`src/rtl/imm_ext_pkg.sv`:
```
// Shared types and the immediate-extension function for the imm_extender_pipe stage.
// The function is width-generic: immediates and results travel in MAX_W-bit containers.
package imm_ext_pkg;

  localparam int MAX_W = 64;

  typedef enum logic [1:0] {
    SIGN   = 2'b00,
    ZERO   = 2'b01,
    LUI    = 2'b10,
    BRANCH = 2'b11
  } ext_mode_t;

  // Bits above out_w in the return value are don't-care; callers slice them off.
  function automatic logic [MAX_W-1:0] ext_apply(input logic [MAX_W-1:0] imm,
                                                 input ext_mode_t        mode,
                                                 input int               in_w,
                                                 input int               out_w);
    logic [MAX_W-1:0] sx;
    logic [MAX_W-1:0] zx;
    logic [MAX_W-1:0] r;
    for (int i = 0; i < MAX_W; i++) begin
      sx[i] = (i < in_w) ? imm[i] : imm[in_w-1];
      zx[i] = (i < in_w) ? imm[i] : 1'b0;
    end
    case (mode)
      SIGN:    r = sx;
      ZERO:    r = zx;
      LUI:     r = zx << (out_w - in_w);
      default: r = sx << 2;
    endcase
    return r;
  endfunction

endpackage

```
`src/rtl/imm_extender_pipe_skid.sv`:
```
// Two-slot valid/ready register stage (main slot + skid slot), latency 1 cycle.
// in_ready is the registered inverse of skid_v, so out_ready has no combinational path to in_ready.
module ext_skid_buffer #(
  parameter int W = 38
) (
  input  logic         clock,
  input  logic         reset,
  input  logic         in_valid,
  output logic         in_ready,
  input  logic [W-1:0] in_data,
  output logic         out_valid,
  input  logic         out_ready,
  output logic [W-1:0] out_data
);

  logic         main_v;
  logic [W-1:0] main_d;
  logic         skid_v;
  logic [W-1:0] skid_d;
  logic         accept;
  logic         drain;

  assign accept    = in_valid && !skid_v;
  assign drain     = main_v && out_ready;
  assign in_ready  = !skid_v;
  assign out_valid = main_v;
  assign out_data  = main_d;

  always_ff @(posedge clock or posedge reset) begin
    if (reset) begin
      main_v <= 1'b0;
      main_d <= '0;
      skid_v <= 1'b0;
      skid_d <= '0;
    end else if (skid_v) begin
      // Both slots full: only a drain can move things, and no accept is possible.
      if (drain) begin
        main_d <= skid_d;
        skid_v <= 1'b0;
      end
    end else if (accept) begin
      if (!main_v || drain) begin
        main_d <= in_data;
        main_v <= 1'b1;
      end else begin
        skid_d <= in_data;
        skid_v <= 1'b1;
      end
    end else if (drain) begin
      main_v <= 1'b0;
    end
  end

endmodule

```
`src/rtl/imm_extender_pipe.sv`:
```
// Registered immediate extender (sign/zero/LUI/branch) feeding the ALU operand mux.
// One cycle latency, full throughput; back-pressure absorbed by a one-entry skid slot.
module imm_extender_pipe
  import imm_ext_pkg::*;
#(
  parameter int IN_W  = 16,
  parameter int OUT_W = 32,
  parameter int TAG_W = 5
) (
  input  logic             clock,
  input  logic             reset,
  input  logic             in_valid,
  output logic             in_ready,
  input  logic [IN_W-1:0]  in_imm,
  input  ext_mode_t        in_mode,
  input  logic [TAG_W-1:0] in_tag,
  output logic             out_valid,
  input  logic             out_ready,
  output logic [OUT_W-1:0] out_data,
  output logic [TAG_W-1:0] out_tag,
  output logic             out_neg
);

  localparam int W = OUT_W + TAG_W + 1;

  logic [MAX_W-1:0] ext_full;
  logic [OUT_W-1:0] ext;
  logic             ext_unused;
  logic [W-1:0]     pay_in;
  logic [W-1:0]     pay_out;

  assign ext_full   = ext_apply(MAX_W'(in_imm), in_mode, IN_W, OUT_W);
  assign ext        = ext_full[OUT_W-1:0];
  assign ext_unused = ^ext_full[MAX_W-1:OUT_W];
  assign pay_in     = {ext[OUT_W-1], in_tag, ext};

  ext_skid_buffer #(.W(W)) u_skid (
    .clock    (clock),
    .reset    (reset),
    .in_valid (in_valid),
    .in_ready (in_ready),
    .in_data  (pay_in),
    .out_valid(out_valid),
    .out_ready(out_ready),
    .out_data (pay_out)
  );

  assign out_neg  = pay_out[W-1];
  assign out_tag  = pay_out[OUT_W +: TAG_W];
  assign out_data = pay_out[OUT_W-1:0];

endmodule
```
`config.mk`:
```
export PLATFORM = sky130hd
export DESIGN_NAME = imm_extender_pipe
export DESIGN_NICKNAME = d
export VERILOG_FILES = /design/src/rtl/imm_ext_pkg.sv /design/src/rtl/imm_extender_pipe_skid.sv /design/src/rtl/imm_extender_pipe.sv
export SDC_FILE = /design/constraint.sdc
export NUM_CORES = 1
export LEC_CHECK = 0
export BUFFER_PORTS_ARGS = -buffer_cell sky130_fd_sc_hd__buf_2
export CORE_UTILIZATION = 26
export DETAILED_ROUTE_END_ITERATION = 12
export PLACE_DENSITY = 0.43
export SLEW_MARGIN = 10
export SYNTH_ARGS = -nofsm -noshare
export SYNTH_HDL_FRONTEND = slang
export SYNTH_HIERARCHICAL = 1
export SYNTH_SLANG_ARGS = --single-unit
```
`constraint.sdc`:
```
create_clock -name clock -period 2.5 [get_ports clock]
set_input_delay 0.5 -clock clock [delete_from_list [all_inputs] [get_ports clock]]
set_output_delay 0.5 -clock clock [all_outputs]
set_load 0.01 [all_outputs]
```
==> out/metrics.cfg, run 1 <==
[run_status]
outcome = finished clean

[finish]
design_area_um2 = 4780
area_growth_pct = 19.9
diodes = 0
final_cell_mix = mux2_2 (94), dfrtp_1 (77), buf_2 (66)
nNetsFinal = 361
final_common_cell = mux2_2
fillerInstances = 1500
drive_above_1_share_pct = 60.5

[floorplanning]
rows = 44
die_h_um = 126
core_area_um2 = 14800
dieArea_um2 = 15800
die_w_um = 126
start_util_pct = 27.0
ioPinCount = 67

[clocking]
cts_tree = done
cts_resized = 0
path_clk_slew_ps = 60
insertion_delay_ps = 330
numClockSinks = 78
cts_made_buffers = 9
htree_levels = 3
holdBufCountCts = 0
clock_path_buffers = 2
root_buffer = clkbuf_16
cts_setup_buffers = 0

[flow_run]
drv_cap = 0

[routing]
viasPerCell = 4.49
firstDrtPassIters = 4
wire_per_inst_um = 16.9
route.detailed.drc = 0
vias = 2347
drt_iter0_drc = 81
wl_mm = 8.82
ant_nets = 0

[critical_path]
crit_required_ps = 2720
cp_num_cells = 3
worstPathArrival_ps = 2000
cp-end-kind = register
r2r_cells = 3
cp_cell_sequence = buf_4 > mux2_2 > mux2_2
path_class = register to register
path_delay_family = multiplexers
slowest_delay_ps = 480
crit_slowest_cell = buf_4
path_max_fanout = 36
critPathBufInv = 1
start_kind = register
crit_top_cell = mux2_2

[global_route]
grt_pass1_vias = 2497
grt_pass1_wl_mm = 14.0
antenna_found_initial = 0
grt-ovfl-total = 0
grt.total_usage_pct = 11.8
grt_max_degree = 79

[power]
irDropWorstVdd_mv = 0.441
intPower_mw = 4.20
p_sw_share_pct = 29.6
pwr-share-clk_pct = 24.2
seq_power_share_pct = 36.8
p_comb_share_pct = 39.0
p_leak_nw = 2.23
p_sw_mw = 1.77
power.density_nw_per_um2 = 1250

[timing]
worst_slew_pin_slew_ps = 536
max_freq_mhz = 563
tns_ps = 0
slew_viol_final = 0
finalClockSkew_ps = 8.69
setup_violations = 0
finalCriticalPeriod_ps = 1780
maxSlewHeadroom_pct = 64.3
period_share_pct = 71.0
hold_viol_final = 0
rsz0062_at_grt = false
worst_slack_ps = 724

[yosys]
syn_avg_cell_area_um2 = 14.5
synthCells = 275
synth.distinct_cells = 22
syn_area_um2 = 3990
ys_seq_elements = 78
seq_area_frac_synth_pct = 48.9
yosysWarnings = 6
syn_nets = 302

[placement]
io_buffers = 66
dp_hpwl_mm = 5.76
placed_cell_area_um2 = 4460
place.gp.congestion = 0.669
post-place-ws_ps = 496

[hold_path]
hold_class = input pin to async pin

[worst reg2reg max path: stages, from the launching register on]
cell and delay, ps:
dfrtp_2 460, buf_4 490, mux2_2 450, mux2_2 270
[state kept, by name, summed over array words and instances (netlist names)]
register          cells
u_skid/out_data      38
u_skid/out_valid      1
u_skid/skid_d        38
u_skid/skid_v         1
[power by group through the flow]
stage	clock network (mW)	logic (mW)	registers [mW]
after global routing	1.54	2.54	2.30
after floorplan	0	1.70	2.27
after global placement	0	2.35	2.21
final	1.44	2.33	2.20
after detailed placement	0	2.38	2.23
after CTS	1.49	2.39	2.21
[cell families after synthesis]
group | after synthesis | synth area share [%]
flops | 78 | 48.9
buf+inv | 27 | 4.89
simple gates | 6 | 1.35
compound gates | 34 | 6.74
mux | 130 | 38.1
[final timing paths]
check	startpoint	end	slack, ps
max	u_skid/skid_v	u_skid/out_data[19]	720
min	reset	u_skid/out_data[3]	220
max reg2reg	u_skid/skid_v	u_skid/out_data[19]	720
min reg2reg	u_skid/skid_d[8]	u_skid/skid_d[8]	500
max in group asynchronous	reset	u_skid/skid_v	1850
min in group clock	in_tag[1]	u_skid/skid_d[33]	410
[layout make-up]
class	count	area (um2)	share of cell area (%)
clock buffers	13	260	5.44
clock inverters	3	67.6	1.41
inverters	5	20.0	0.418
multi-input cells	170	1860	38.8
flip-flops and latches	78	1950	40.8
well taps	184	230	4.81
repair buffers	70	398	8.32
[layer usage]
metal,part of all wire [%],GRT usage (%),wire [um]
met5,0,0,0
met4,1.1,4.04,95
met3,4.2,3.23,370
met2,44,17.5,3850
met1,51,16.5,4500
[metrics by stage]
step	util, %	power, mW	hold WS [ps]	cells
floorplan	-	3.97	475	275
global placement	30.2	4.56	483	507
detailed placement	30.2	4.60	491	507
CTS	32.4	6.09	267	523
global route	32.4	6.37	298	523
finish	32.4	5.97	220	523
[Yosys cell counts]
cell type,n,area [um2]
a21boi_1,1,7.51
a22o_1,14,123
mux2_2,94,1060
mux2i_1,16,160
o21ai_0,2,10.0
buf_6,9,101
nand2_1,1,3.75
a22oi_1,1,7.51
clkbuf_8,1,13.8
dfrtp_1,78,1950
buf_2,7,35.0
inv_2,1,3.75
inv_1,4,15.0
mux2_4,20,300
a21oi_2,1,8.76
nor3b_4,1,18.8
and2_4,1,8.76
nor3_2,1,10.0
nor2b_1,2,12.5
buf_4,2,15.0
clkbuf_1,3,11.3
o21bai_1,15,113
Power figures use the tool's default switching activity.
==> inputs of run 2 (changes only) <==
==> constraint.sdc (replaced) <==
create_clock -name clock -period 1.6 [get_ports clock]
set_input_delay 0.32 -clock clock [delete_from_list [all_inputs] [get_ports clock]]
set_output_delay 0.32 -clock clock [all_outputs]
set_load 0.01 [all_outputs]
==> run 2 against run 1 <==
  * Register-to-register slack lost 620 ps
  * Final area grew 1.1%
  * Combinational power grew 64%
  * First-iteration DRC count shrank 4.9%
  * Die area is the same
  * Clock power grew 28%
  * Non-clock buffer count grew 8
  * Clock skew shrank 3.6 ps
  * Critical path depth grew 1
==> out/metrics.cfg, run 2 (synthesis gave the netlist of run 1 again) <==
[hold_path]
hold_class = input pin to async pin

[finish]
drive_above_1_share_pct = 61.2  ; +0.69 points
fin_util_pct = 32.8  ; +0.36 points
final_common_cell = mux2_2
diodes = 0  ; unchanged
area_growth_pct = 21.3
final_cell_mix = mux2_2 (94), dfrtp_1 (77), buf_2 (66)
nNetsFinal = 369  ; +2.2%
fin_cells = 529  ; +1.1%
fillerInstances = 1524  ; +1.6%

[critical_path]
r2r_start = u_skid/skid_v
worstPathArrival_ps = 1720  ; -280 ps
path_delay_family = multiplexers
r2r_cells = 4  ; +1
slowest_delay_ps = 450  ; -30 ps
start_kind = register
crit_required_ps = 1820  ; -900 ps
path_max_fanout = 20  ; -44%
cp_cell_sequence = mux2i_1 > a21oi_4 > buf_12 > mux2_2
crit_slowest_cell = dfrtp_2
cp-end-kind = register
rrSetupSlack_ps = 110  ; -620 ps
critPathBufInv = 1  ; unchanged
path_class = register to register
timing.rr.end = u_skid/out_data[26]

[clocking]
cts_tree = done
cts_setup_buffers = 0  ; unchanged
insertion_delay_ps = 340  ; about the same
path_clk_slew_ps = 50  ; about the same
root_buffer = clkbuf_16
clock_path_buffers = 2  ; unchanged
cts_made_buffers = 9  ; unchanged
holdBufCountCts = 0  ; unchanged
numClockSinks = 78  ; unchanged
htree_levels = 3  ; unchanged

[global_route]
grt.total_usage_pct = 12.4  ; +0.65 points
antenna_found_initial = 0  ; unchanged
grt_pass1_wl_mm = 14.7  ; +4.9%
grt-ovfl-total = 0  ; unchanged
grt_pass1_vias = 2544  ; +1.9%
grt_max_degree = 79  ; unchanged

[floorplanning]
die_h_um = 126  ; unchanged
rows = 44  ; unchanged
core_area_um2 = 14800  ; unchanged
die_w_um = 126  ; unchanged
dieArea_um2 = 15800  ; unchanged
ioPinCount = 67  ; unchanged
start_util_pct = 27.0  ; unchanged

[timing]
setup_violations = 0  ; unchanged
tns_ps = 0  ; unchanged
maxSlewHeadroom_pct = 65.6  ; +1.3 points
finalCriticalPeriod_ps = 1490  ; -281 ps
finalClockSkew_ps = 5.12  ; -3.57 ps
worst_slew_pin_slew_ps = 516  ; -19.5 ps
slew_viol_final = 0  ; unchanged
max_freq_mhz = 669  ; +19%
hold_viol_final = 0  ; unchanged
rsz0062_at_grt = false
period_share_pct = 93.4  ; +22 points

[placement]
io_buffers = 66  ; unchanged
dp_hpwl_mm = 6.04  ; +4.8%
place.gp.congestion = 0.662  ; -1.0%
place_inst = 515  ; +1.6%

[power]
irDropWorstVdd_mv = 0.679  ; +54%
p_leak_nw = 2.26  ; +1.3%
power.density_nw_per_um2 = 1880  ; +51%

[routing]
viasPerCell = 4.66  ; +3.8%
wire_per_inst_um = 17.2  ; +1.8%
vias = 2463  ; +4.9%
drt_iter0_drc = 77  ; -4.9%
firstDrtPassIters = 4  ; unchanged
wl_mm = 9.08  ; +3.0%
route.detailed.drc = 0  ; unchanged
ant_nets = 0  ; unchanged

[run_status]
outcome = finished clean

[flow_run]
drv_cap = 0  ; unchanged

run 2: cell count changes in the layout (fill, tap and decap cells not counted), sizes merged:
| cell | previous run | this run |
|---|---|---|
| clkbuf | 13 | 12 |
| buf | 70 | 78 |
| clkinv | 1 | 2 |
| bufinv | 2 | 0 |
run 2: final cells by class:
cell class,instances,area (um2),area share [%]
tap,184,230,4.76
inverter,5,22.5,0.465
sequential,78,1950,40.4
timing repair buffer,78,520,10.8
clock buffer,12,246,5.09
multi-input combinational,170,1860,38.4
clock inverter,2,10.0,0.207
run 2: layer usage:
metal,vias to the layer above,share of wire (%),GRT usage [%]
met5,-,0,0
met4,0,1.5,4.68
met3,10,3.6,3.65
met2,45,43,18.4
met1,1271,51,17.1
li1,1137,-,-
run 2: per-stage QoR:
stage	setup WS [ps]	power, mW	hold WS, ps	instance area, um2
final	106	9.10	86.6	4840
after global routing	26.3	9.72	115	4840
after CTS	30.5	9.28	122	4830
after detailed placement	-215	7.33	490	4570
after global placement	-212	7.26	483	4570
after floorplan	46.3	6.20	429	3990
run 2: worst max path at each step:
stage | start | end | slack [ps] | cells past startpoint
after detailed placement | in_mode[0] | u_skid/out_data[29] | -220 | 5
after floorplan | in_mode[0] | u_skid/out_data[13] | 50 | 6
after global routing | u_skid/skid_v | in_ready | 30 | 3
after CTS | u_skid/skid_v | in_ready | 30 | 3
after global placement | in_mode[0] | u_skid/out_data[29] | -210 | 5
final | u_skid/skid_v | u_skid/out_data[26] | 110 | 4
run 2: timing repair:
action | in CTS | in global routing
endpoints found under the setup margin | 1 | 1
pin swaps | 0 | 0
gates resized for setup | 2 | 1
run 2: power by group:
| part | switching [mW] | internal [mW] | total, mW |
|---|---|---|---|
| registers | 0.495 | 2.94 | 3.43 |
| logic | 1.52 | 2.31 | 3.82 |
| clock network | 0.778 | 1.07 | 1.85 |
run 2: worst min-delay path, stage by stage:
cell	delay [ps]
buf_2	110
clkinvlp_4	70
buf_12	340
